<file path="config.mk">
export PLATFORM = sky130hd
export DESIGN_NAME = rr_arbiter4_v
export DESIGN_NICKNAME = d
export VERILOG_FILES = /design/src/rtl/rr_arbiter4_v.sv
export SDC_FILE = /design/constraint.sdc
export NUM_CORES = 1
export LEC_CHECK = 0
export CAP_MARGIN = 20
export CELL_PAD_IN_SITES_DETAIL_PLACEMENT = 0
export CELL_PAD_IN_SITES_GLOBAL_PLACEMENT = 1
export CORE_UTILIZATION = 36
export CTS_CLUSTER_DIAMETER = 120
export DETAILED_ROUTE_END_ITERATION = 10
export PLACE_DENSITY_LB_ADDON = 0.1
export SLEW_MARGIN = 10
export SYNTH_ARGS = -nofsm -noshare
export SYNTH_HDL_FRONTEND = slang
export SYNTH_SLANG_ARGS = --single-unit
</file>
<file path="constraint.sdc">
create_clock -name i_clk -period 1.96 [get_ports i_clk]
set_input_delay 0.392 -clock i_clk [delete_from_list [all_inputs] [get_ports i_clk]]
set_output_delay 0.392 -clock i_clk [all_outputs]
set_load 0.02 [all_outputs]
</file>
<file path="src/rtl/rr_arbiter4_v.sv">
// 4-requester round-robin arbiter with registered one-hot grants, hold limit and a one-cycle gap after every release.
// Optional grant counter output o_gnt_cnt is enabled by defining RR_ARB_GNT_COUNT_EN.
module rr_arbiter4_v #(
  parameter int MAX_HOLD = 8,
  parameter int CNT_W    = 8
) (
  input  logic       i_clk,
  input  logic       i_rst,
  input  logic [3:0] i_req,
  output logic [3:0] o_gnt,
  output logic [1:0] o_gnt_id,
  output logic       o_busy,
  output logic       o_timeout
`ifdef RR_ARB_GNT_COUNT_EN
  ,
  output logic [7:0] o_gnt_cnt
`endif
);

  typedef enum logic [1:0] {IDLE, GRANT, GAP} state_t;

  localparam logic [CNT_W-1:0] HOLD_MAX = CNT_W'(MAX_HOLD);

  state_t           state, state_nxt;
  logic [1:0]       ptr, ptr_nxt;
  logic [1:0]       id_nxt;
  logic [CNT_W-1:0] hold, hold_nxt;
  logic [3:0]       gnt_nxt;
  logic             tmo_nxt;
  logic [2:0]       pick;
  logic             grant_start;

  // Returns {found, index} of the first request at or after base, wrapping mod 4.
  function automatic logic [2:0] rr_pick(input logic [3:0] req, input logic [1:0] base);
    logic [2:0] r;
    logic [1:0] idx;
    r = 3'b000;
    for (int k = 3; k >= 0; k--) begin
      idx = base + 2'(k);
      if (req[idx]) r = {1'b1, idx};
    end
    return r;
  endfunction

  function automatic logic [3:0] onehot(input logic [1:0] id);
    return 4'b0001 << id;
  endfunction

  assign pick        = rr_pick(i_req, ptr);
  assign grant_start = (state == IDLE) && pick[2];
  assign o_busy      = |o_gnt;

  always_comb begin
    state_nxt = state;
    ptr_nxt   = ptr;
    id_nxt    = o_gnt_id;
    hold_nxt  = hold;
    gnt_nxt   = o_gnt;
    tmo_nxt   = 1'b0;
    case (state)
      IDLE: begin
        if (pick[2]) begin
          gnt_nxt   = onehot(pick[1:0]);
          id_nxt    = pick[1:0];
          ptr_nxt   = pick[1:0] + 2'd1;
          hold_nxt  = CNT_W'(1);
          state_nxt = GRANT;
        end
      end
      GRANT: begin
        if (!i_req[o_gnt_id]) begin
          gnt_nxt   = 4'b0000;
          hold_nxt  = '0;
          state_nxt = GAP;
        end else if (hold >= HOLD_MAX) begin
          // Owner still requesting at the limit: revoke and flag it.
          gnt_nxt   = 4'b0000;
          hold_nxt  = '0;
          tmo_nxt   = 1'b1;
          state_nxt = GAP;
        end else begin
          hold_nxt  = hold + CNT_W'(1);
        end
      end
      GAP: begin
        state_nxt = IDLE;
      end
      default: begin
        gnt_nxt   = 4'b0000;
        hold_nxt  = '0;
        state_nxt = IDLE;
      end
    endcase
  end

  always_ff @(posedge i_clk) begin
    if (i_rst) begin
      state     <= IDLE;
      ptr       <= 2'd0;
      hold      <= '0;
      o_gnt     <= 4'b0000;
      o_gnt_id  <= 2'd0;
      o_timeout <= 1'b0;
    end else begin
      state     <= state_nxt;
      ptr       <= ptr_nxt;
      hold      <= hold_nxt;
      o_gnt     <= gnt_nxt;
      o_gnt_id  <= id_nxt;
      o_timeout <= tmo_nxt;
    end
  end

`ifdef RR_ARB_GNT_COUNT_EN
  always_ff @(posedge i_clk) begin
    if (i_rst) begin
      o_gnt_cnt <= 8'h00;
    end else if (grant_start && (o_gnt_cnt != 8'hFF)) begin
      o_gnt_cnt <= o_gnt_cnt + 8'h01;
    end
  end
`endif

endmodule

</file>
# Word level (Yosys, flattened, before mapping)
# Index checks and enable logic that the tools add are counted.
# Widths: inputs -> output; s select.
# word_totals
regBits	19
in_bits	6
output_inout_bits	8
wordCells	59
# classes
add_sub_neg	5
magnitude_cmp	6
n_eq_ne	4
shifts	1
mux	27
bitwise_logic	3
n_reduce_logical	7
# ops
operator	n
$mux 8	3
$pmux 8 s3	1
$lt 2x3->1 const B	5
$mux 3	4
$mux 4	3
$pmux 4 s3	1
$bmux 1 s2	5
$add 8x1->8 const B	1
$ge 8x4->1 const B	1
$mux 1	6
$mux 2	3
$reduce_and 2->1	3
$add 2x1->2 const B	2
$add 2x2->2 const B	2
$pmux 2 s2	1
$reduce_or 4->1	1
$shl 1x2->4 const A	1
$ne 3x3->1 const B	1
$not 1->1	3
$reduce_and 3->1	1
$reduce_or 3->1	1
$eq 2x1->1 const B	1
$eq 2x2->1 const B	1
$logic_not 2->1	1
$ne 2x2->1 const B	1

# Depth between registers and ports, before layout
# Gate-level depths: netlist of run 1.
# logic_depth
depth_word	10
ltp_mapped	8
ltp_nobuf	7

# Worst setup path after synthesis of run 1
# Ideal clock, no wire load.
# synth_path
path_type	flip-flop to flip-flop
startpoint	register ptr[1]
endpoint	register o_gnt[2]
setup_time_ns	0.122
t_arrival_ns	1.719
required_ns	1.838
setup_slack_ns	0.119
path_stages_with_launch	8
n_path_buf	1
period_less_slack_ns	1.841
cell_sequence	dfxtp_1 clkbuf_1 mux2i_1 nor2_1 nor3_1 inv_1 ha_1 a221o_1
# synth_via
elab_chain_cells	10
word_cells_on_any_way	20
cone_classes	3 x add/sub; 1 x eq/ne; 1 x shift; 14 x mux; 1 x reduce/logical
# synth_lines
item	line	rtl
from (decl)	25	logic [1:0] ptr, ptr_nxt;
from (signal assigned)	106	ptr <= ptr_nxt;
$add 2x2->2	39	idx = base + 2'(k);
$bmux 1 s2	40	if (req[idx]) r = {1'b1, idx};
$mux 1 (not written as such)	40	
$mux 3 (3 in a row)	40	
$mux 3 *	40	
net pick[0]	30	logic [2:0] pick;
$shl 1x2->4 *	46	return 4'b0001 << id;
$mux 4 *	62	if (pick[2]) begin
$pmux 4 s3 *	60	case (state)
to (signal assigned)	108	o_gnt <= gnt_nxt;
to (decl)	10	output logic [3:0] o_gnt,
# The timed path passes the listed nets; every way through them passes the cells marked *. The select of a mux whose other input is x is not followed.
# A chain may end at the register's enable or synchronous reset.

# Worst setup path after layout of run 1
# layout_path
startpoint	input port i_req[1]
endpoint	register hold[4]
# layout_via
elab_chain_cells	8
word_cells_on_any_way	18
cone_classes	1 x eq/ne; 16 x mux; 1 x reduce/logical
# layout_lines
item	line	rtl
from (decl)	9	input logic [3:0] i_req,
$bmux 1 s2	40	
$mux 1 (not written as such)	40	
$mux 3 (4 in a row)	40	
$ne 2x2->1 (no source line)	n/a	
$reduce_and 2->1 (no source line)	n/a	
to (signal assigned)	107	hold <= hold_nxt;
to (decl)	27	logic [CNT_W-1:0] hold, hold_nxt;
# Parallel ways exist; a longest one is shown, timed or not. The select of a mux whose other input is x is not followed.

==> summary.txt, run 1 <==
grt total ovfl: 0
Max Slew Vio Count: 0
Ant. Diodes: 0
vias in the first global route: 786
critical path arrival: 2070 ps
CTS Buffer Depth: 2
Yosys cell types: 38
CP endpoint kind: register
met2 Usage GRT: 0.259
core footprint: 2540 µm²
Row Count: 18
Synth Instances: 111
worst-margin pin slew: 595 ps
HP Class: register to register
Syn Nets: 123
die area: 3000 µm²
Yosys reg bits: 19
r2r startpoint: ptr[1]
Chip Height: 54.8 µm
share of cells above drive strength 1: 0.143
cell area after layout: 1270 µm²
Top FF cell, synth: dfxtp_1
Final Hold Fails: 0
Pwr per Cell Area: 772 nW/µm²
Worst-Skew Late Latency: 300 ps
setup tns final: 0 ps
Via-to-Cell Ratio: 5.34
Lkg Pwr: 0.492 nW
Die W: 54.8 µm
Post-DP HPWL: 1.63 mm
DR DRC count: 0
leading area contributor after synthesis: dfxtp_1
Layout Nets: 146
CP Max Fanout: 8
Async SR Flop Fraction: 0
CP startpoint: i_req[1]
P&R area growth vs syn: 26.2%
sequential fraction of the synthesis area: 0.379
fin crit share: 0.958
cts bufs inserted: 3
dpl cells: 159
Area contributors post-synth: dfxtp_1 38%, ha_1 7.5%, nor2b_1 5.6%, a221o_1 4.0%, mux2i_1 4.0%
clk_skew: 1.72 ps
commonest cells in the netlist: 19 x dfxtp_1, 10 x nor2_1, 9 x nor2b_1
Synth Area per Inst: 9.04 µm²
Warnings, synthesis: 0
WL final: 2.19 mm
reg2reg path depth: 6
hold_sp: hold[6]
post-route ant nets: 0
IO Port Bufs: 13
Non-Filler Instances: 163
first-pass GRT wire length: 3.59 mm
clock transition at the registers of the reported paths: 100 ps
outcome: finished, final reports clean
worst hold margin: 478 ps
GR peak layer: met2
fmax: 532 MHz
Max IR drop VDD: 0.625 mV
Global Route Usage Sum: 0.175
Placed Area: 1230 µm²
First DRT Iteration DRCs: 24
depth of the worst hold-timing path: 1
met3 Resource Use GR: 0.0278
most frequent cell after synthesis: dfxtp_1
CTS tree: yes
initial antenna violation count: 0
EDFF count, synth: 0
critical path class: primary input to register
CTS sink cnt: 19
num ports: 14
flop2flop setup slack: 310 ps
root buffer cell: clkbuf_4
Max Cap Violations: 0
vias: 871
Min-Delay Endpoint: hold[6]
Reg-to-Reg End: o_gnt[3]
Rel. slew slack: 0.600
GP Congestion: 0.745
fin crit period: 1880 ps
Final Setup Violations: 0
CP required: 2150 ps
DRT Pass-1 Iters: 4
H-Tree Depth: 1
area of the mapped netlist: 1000 µm²
initial cell density of the core: 0.394
largest net degree at the start of global routing: 21
Yosys top cell area share: 0.379
CP startpoint kind: primary input
RSZ-0062 raised after global routing: no
routed len/inst: 13.4 µm
GRT met1 Usage: 0.235
==> metal layers <==
| metal | part of all wire | routed length, µm |
|---|---|---|
| met1 | 0.51 | 1110 |
| met2 | 0.45 | 989 |
| met5 | 0 | 0 |
| met4 | 0.017 | 38 |
| met3 | 0.022 | 47 |
==> logic make-up (layout without fill, tap and decap cells) <==
| family | after synthesis | in the layout | share of synthesized area |
|---|---|---|---|
| adders and majority gates | 6 | 6 | 0.0748 |
| buffers and inverters | 10 | 32 | 0.0374 |
| DFF | 19 | 19 | 0.379 |
| and+or+nand+nor | 46 | 46 | 0.271 |
| muxes | 4 | 4 | 0.0399 |
| AOI/OAI and AO/OA | 26 | 26 | 0.198 |
==> state kept, by name, indices dropped and copies added, names as in the netlist <==
signal,cells
state,2
o_gnt,4
hold,8
o_gnt_id,2
ptr,2
o_timeout,1
==> critical path: stages <==
cell             delay [ps]
clkdlybuf4s50_1         500
or4_4                   570
a21o_1                  300
a41oi_1                 260
nor2_1                   60
==> metrics by stage <==
step,worst slack [ps],utilization,total power [W]
2_1_floorplan,119,-,0.000653
3_3_place_gp,-238,0.484,0.000792
3_5_place_dp,-264,0.484,0.000793
4_1_cts,66.5,0.495,0.000987
5_1_grt,0.885,0.498,0.00104
6_report,81.9,0.498,0.000978
==> cells in the final DEF (no fill, tap or decap), types with 2 or more instances in the layout <==
cell type / n
clkdlybuf4s50_1: 11
o22ai_1: 2
a221o_1: 4
a41oi_1: 2
a21oi_1: 7
nand3_1: 2
buf_4: 7
a22o_1: 2
or4_4: 2
ha_1: 6
nor2_1: 10
clkbuf_4: 3
mux2i_1: 4
inv_1: 7
and2_1: 2
nor3_1: 6
nand2_1: 3
nor2b_1: 9
dfxtp_1: 19
==> area by class of cell <==
type | count | area, µm²
clock buffer | 3 | 22.5
clock inverter | 1 | 5.00
fill | 261 | 1280
inverter | 7 | 26.3
multi-input combinational | 82 | 591
sequential | 19 | 380
tap | 30 | 37.5
timing repair buffer | 21 | 204
==> power by group <==
| group | internal [W] | switching [W] |
|---|---|---|
| Clock | 0.0000760 | 0.000121 |
| Combinational | 0.000157 | 0.000162 |
| Sequential | 0.000421 | 0.0000409 |
| Total | 0.000654 | 0.000323 |
==> how the worst max path moves through the flow <==
stage,endpoint
2_1_floorplan,o_gnt[2]
3_3_place_gp,o_gnt[2]
3_5_place_dp,hold[2]
4_1_cts,hold[2]
5_1_grt,hold[3]
6_report,hold[4]
==> what timing repair did <==
item / 4_1_cts / 5_1_grt
pin swaps: 0 / 0
hold buffers: 0 / 0
buffers inserted: 0 / 0
resized for setup: 1 / 2
setup endpoints to repair: 1 / 7
No activity file was read; power rests on OpenSTA's default activity.
==> inputs of run 2 (changes only) <==
Settings changed: CORE_UTILIZATION 36 to 43.
Clock period 1.96 ns to 2.35 ns, I/O delays scaled along.
==> run 2 against run 1 <==
Effect of this change:
- critical path depth shrank 3
- global-route usage up 2.0 points
- setup slack better by 120 ps
- count of clock-buffer cells in the layout rose by 1
- clock skew up 2.8 ps
- sequential power shrank 17%
- utilization up 4.4 points
- critical path type is now register to primary output
==> summary.txt, run 2 (synthesis results as in run 1) <==
# fillers: 217 (was 261)
CP endpoint kind: primary output (was register)
pre-CTS setup slack: -3.14 ps (was -264 ps)
P&R area growth vs syn: 19.5% (was 26.2%)
Via-to-Cell Ratio: 5.62 (was 5.34)
fin crit period: 2150 ps
Ant. Diodes: 0 (unchanged)
die area: 2530 µm² (was 3000 µm²)
Final Setup Violations: 0 (unchanged)
delay-heaviest family, CP: buffers and inverters (was simple AND/OR/NAND/NOR gates)
Max Cap Violations: 0 (unchanged)
post-CTS setup buffers: 0 (unchanged)
CP required: 1880 ps (was 2150 ps)
post-route ant nets: 0 (unchanged)
cts bufs inserted: 3 (unchanged)
cell area after layout: 1200 µm² (was 1270 µm²)
Rel. slew slack: 0.616 (was 0.600)
WP depth: 2 (was 5)
Post-DP HPWL: 1.54 mm (was 1.63 mm)
Global Route Usage Sum: 0.195 (was 0.175)
outcome: finished, final reports clean (unchanged)
clk_skew: 4.51 ps (was 1.72 ps)
CP startpoint kind: register (was primary input)
# hold bufs at CTS: 0 (unchanged)
core footprint: 2210 µm² (was 2540 µm²)
fin crit share: 0.916
setup ws final: 197 ps (was 81.9 ps)
critical path class: register to primary output (was primary input to register)
worst-margin pin slew: 571 ps (was 595 ps)
largest registers: hold x8, o_gnt x4 (unchanged)
initial cell density of the core: 0.454 (was 0.394)
DR DRC count: 0 (unchanged)
commonest cells after routing, fill and taps aside: 19 x dfxtp_1, 13 x clkdlybuf4s50_1, 10 x nor2_1 (was 19 x dfxtp_1, 11 x clkdlybuf4s50_1, 10 x nor2_1)
RSZ-0062 raised after global routing: no (unchanged)
initial antenna violation count: 0 (unchanged)
grt total ovfl: 0 (unchanged)
critical path arrival: 1680 ps (was 2070 ps)
largest net degree at the start of global routing: 14 (was 21)
CP Buf/Inv Count: 1 (unchanged)
vias in the first global route: 815 (was 786)
IO Port Bufs: 13 (unchanged)
num ports: 14 (unchanged)
Final Hold Fails: 0 (unchanged)
CP startpoint: o_gnt[0] (was i_req[1])
CTS sink cnt: 19 (unchanged)
clock transition at the registers of the reported paths: 100 ps (about the same)
root buffer cell: clkbuf_4 (unchanged)
max reg flops: 8 (unchanged)
H-Tree Depth: 1 (unchanged)
most common cell after layout, fill and taps aside: dfxtp_1 (unchanged)
Layout Nets: 140 (was 146)
share of cells above drive strength 1: 0.0866 (was 0.143)
flop2flop setup slack: 640 ps (was 310 ps)
CP max-delay cell: clkdlybuf4s50_1 (was or4_4)
Lkg Pwr: 0.442 nW (was 0.492 nW)
HP Class: register to register (unchanged)
CTS tree: yes (unchanged)
max incr delay on CP: 540 ps (was 570 ps)
Row Count: 17 (was 18)
largest register by flop count: hold (unchanged)
crit path to: o_busy (was hold[4])
Chip Height: 50.3 µm (was 54.8 µm)
Reg-to-Reg End: o_gnt[2] (was o_gnt[3])
reg2reg path depth: 6 (unchanged)
crit path cell chain: or4_1 > clkdlybuf4s50_1 (was clkdlybuf4s50_1 > or4_4 > a21o_1 > a41oi_1 > nor2_1)
Worst-Skew Late Latency: 300 ps (about the same)
post-CTS resize count: 0 (was 1)
r2r startpoint: ptr[1] (unchanged)
Max IR drop VDD: 0.468 mV (was 0.625 mV)
First DRT Iteration DRCs: 24 (unchanged)
Placed Area: 1170 µm² (was 1230 µm²)
CP Max Fanout: 3 (was 8)
DRT Pass-1 Iters: 4 (unchanged)
Max Slew Vio Count: 0 (unchanged)
GP Congestion: 0.798 (was 0.745)
Pwr per Cell Area: 659 nW/µm² (was 772 nW/µm²)
routed len/inst: 13.1 µm (was 13.4 µm)
first-pass GRT wire length: 3.67 mm (was 3.59 mm)
CTS Buffer Depth: 2 (unchanged)
WL final: 2.03 mm (was 2.19 mm)
depth of the worst hold-timing path: 1 (unchanged)
fmax: 464 MHz
vias: 871 (unchanged)
Die W: 50.3 µm (was 54.8 µm)
==> run 2: worst min path at each step <==
stage | slack, ps | end | from
3_3_place_gp | 450 | hold[6] | hold[6]
5_1_grt | 510 | hold[7] | hold[7]
4_1_cts | 480 | hold[7] | hold[7]
6_report | 480 | hold[6] | hold[6]
2_1_floorplan | 430 | hold[7] | hold[7]
3_5_place_dp | 450 | hold[7] | hold[7]
==> run 2: metrics by stage <==
step	instances	hold WS [ps]	total power, W	TNS [ps]	util
6_report	155	478	0.000789	0	0.542
2_1_floorplan	111	431	0.000545	0	-
3_5_place_dp	151	454	0.000636	-3.14	0.530
4_1_cts	155	482	0.000803	0	0.542
3_3_place_gp	151	446	0.000634	0	0.530
5_1_grt	155	511	0.000850	0	0.542
==> run 2: cell type report <==
class                           instances  area [µm²]  share of cell area
Sequential cell                        19         380               0.317
Timing Repair Buffer                   15         145               0.121
Tap cell                               28        35.0              0.0292
Inverter                                7        26.3              0.0219
Multi-Input combinational cell         82         586               0.489
Clock buffer                            4        26.3              0.0219
==> run 2: routing by layer <==
metal	share of wire	up-vias	global-route usage
li1	-	441	-
met2	0.43	14	0.289
met5	0	-	0
met3	0.038	4	0.0667
met4	0.019	0	0.0833
met1	0.51	412	0.254
==> run 2: report_power, final <==
part           switching (W)  total [W]  internal, W
Sequential         0.0000337   0.000385     0.000351
Clock              0.0000969   0.000163    0.0000662
Combinational       0.000126   0.000242     0.000116
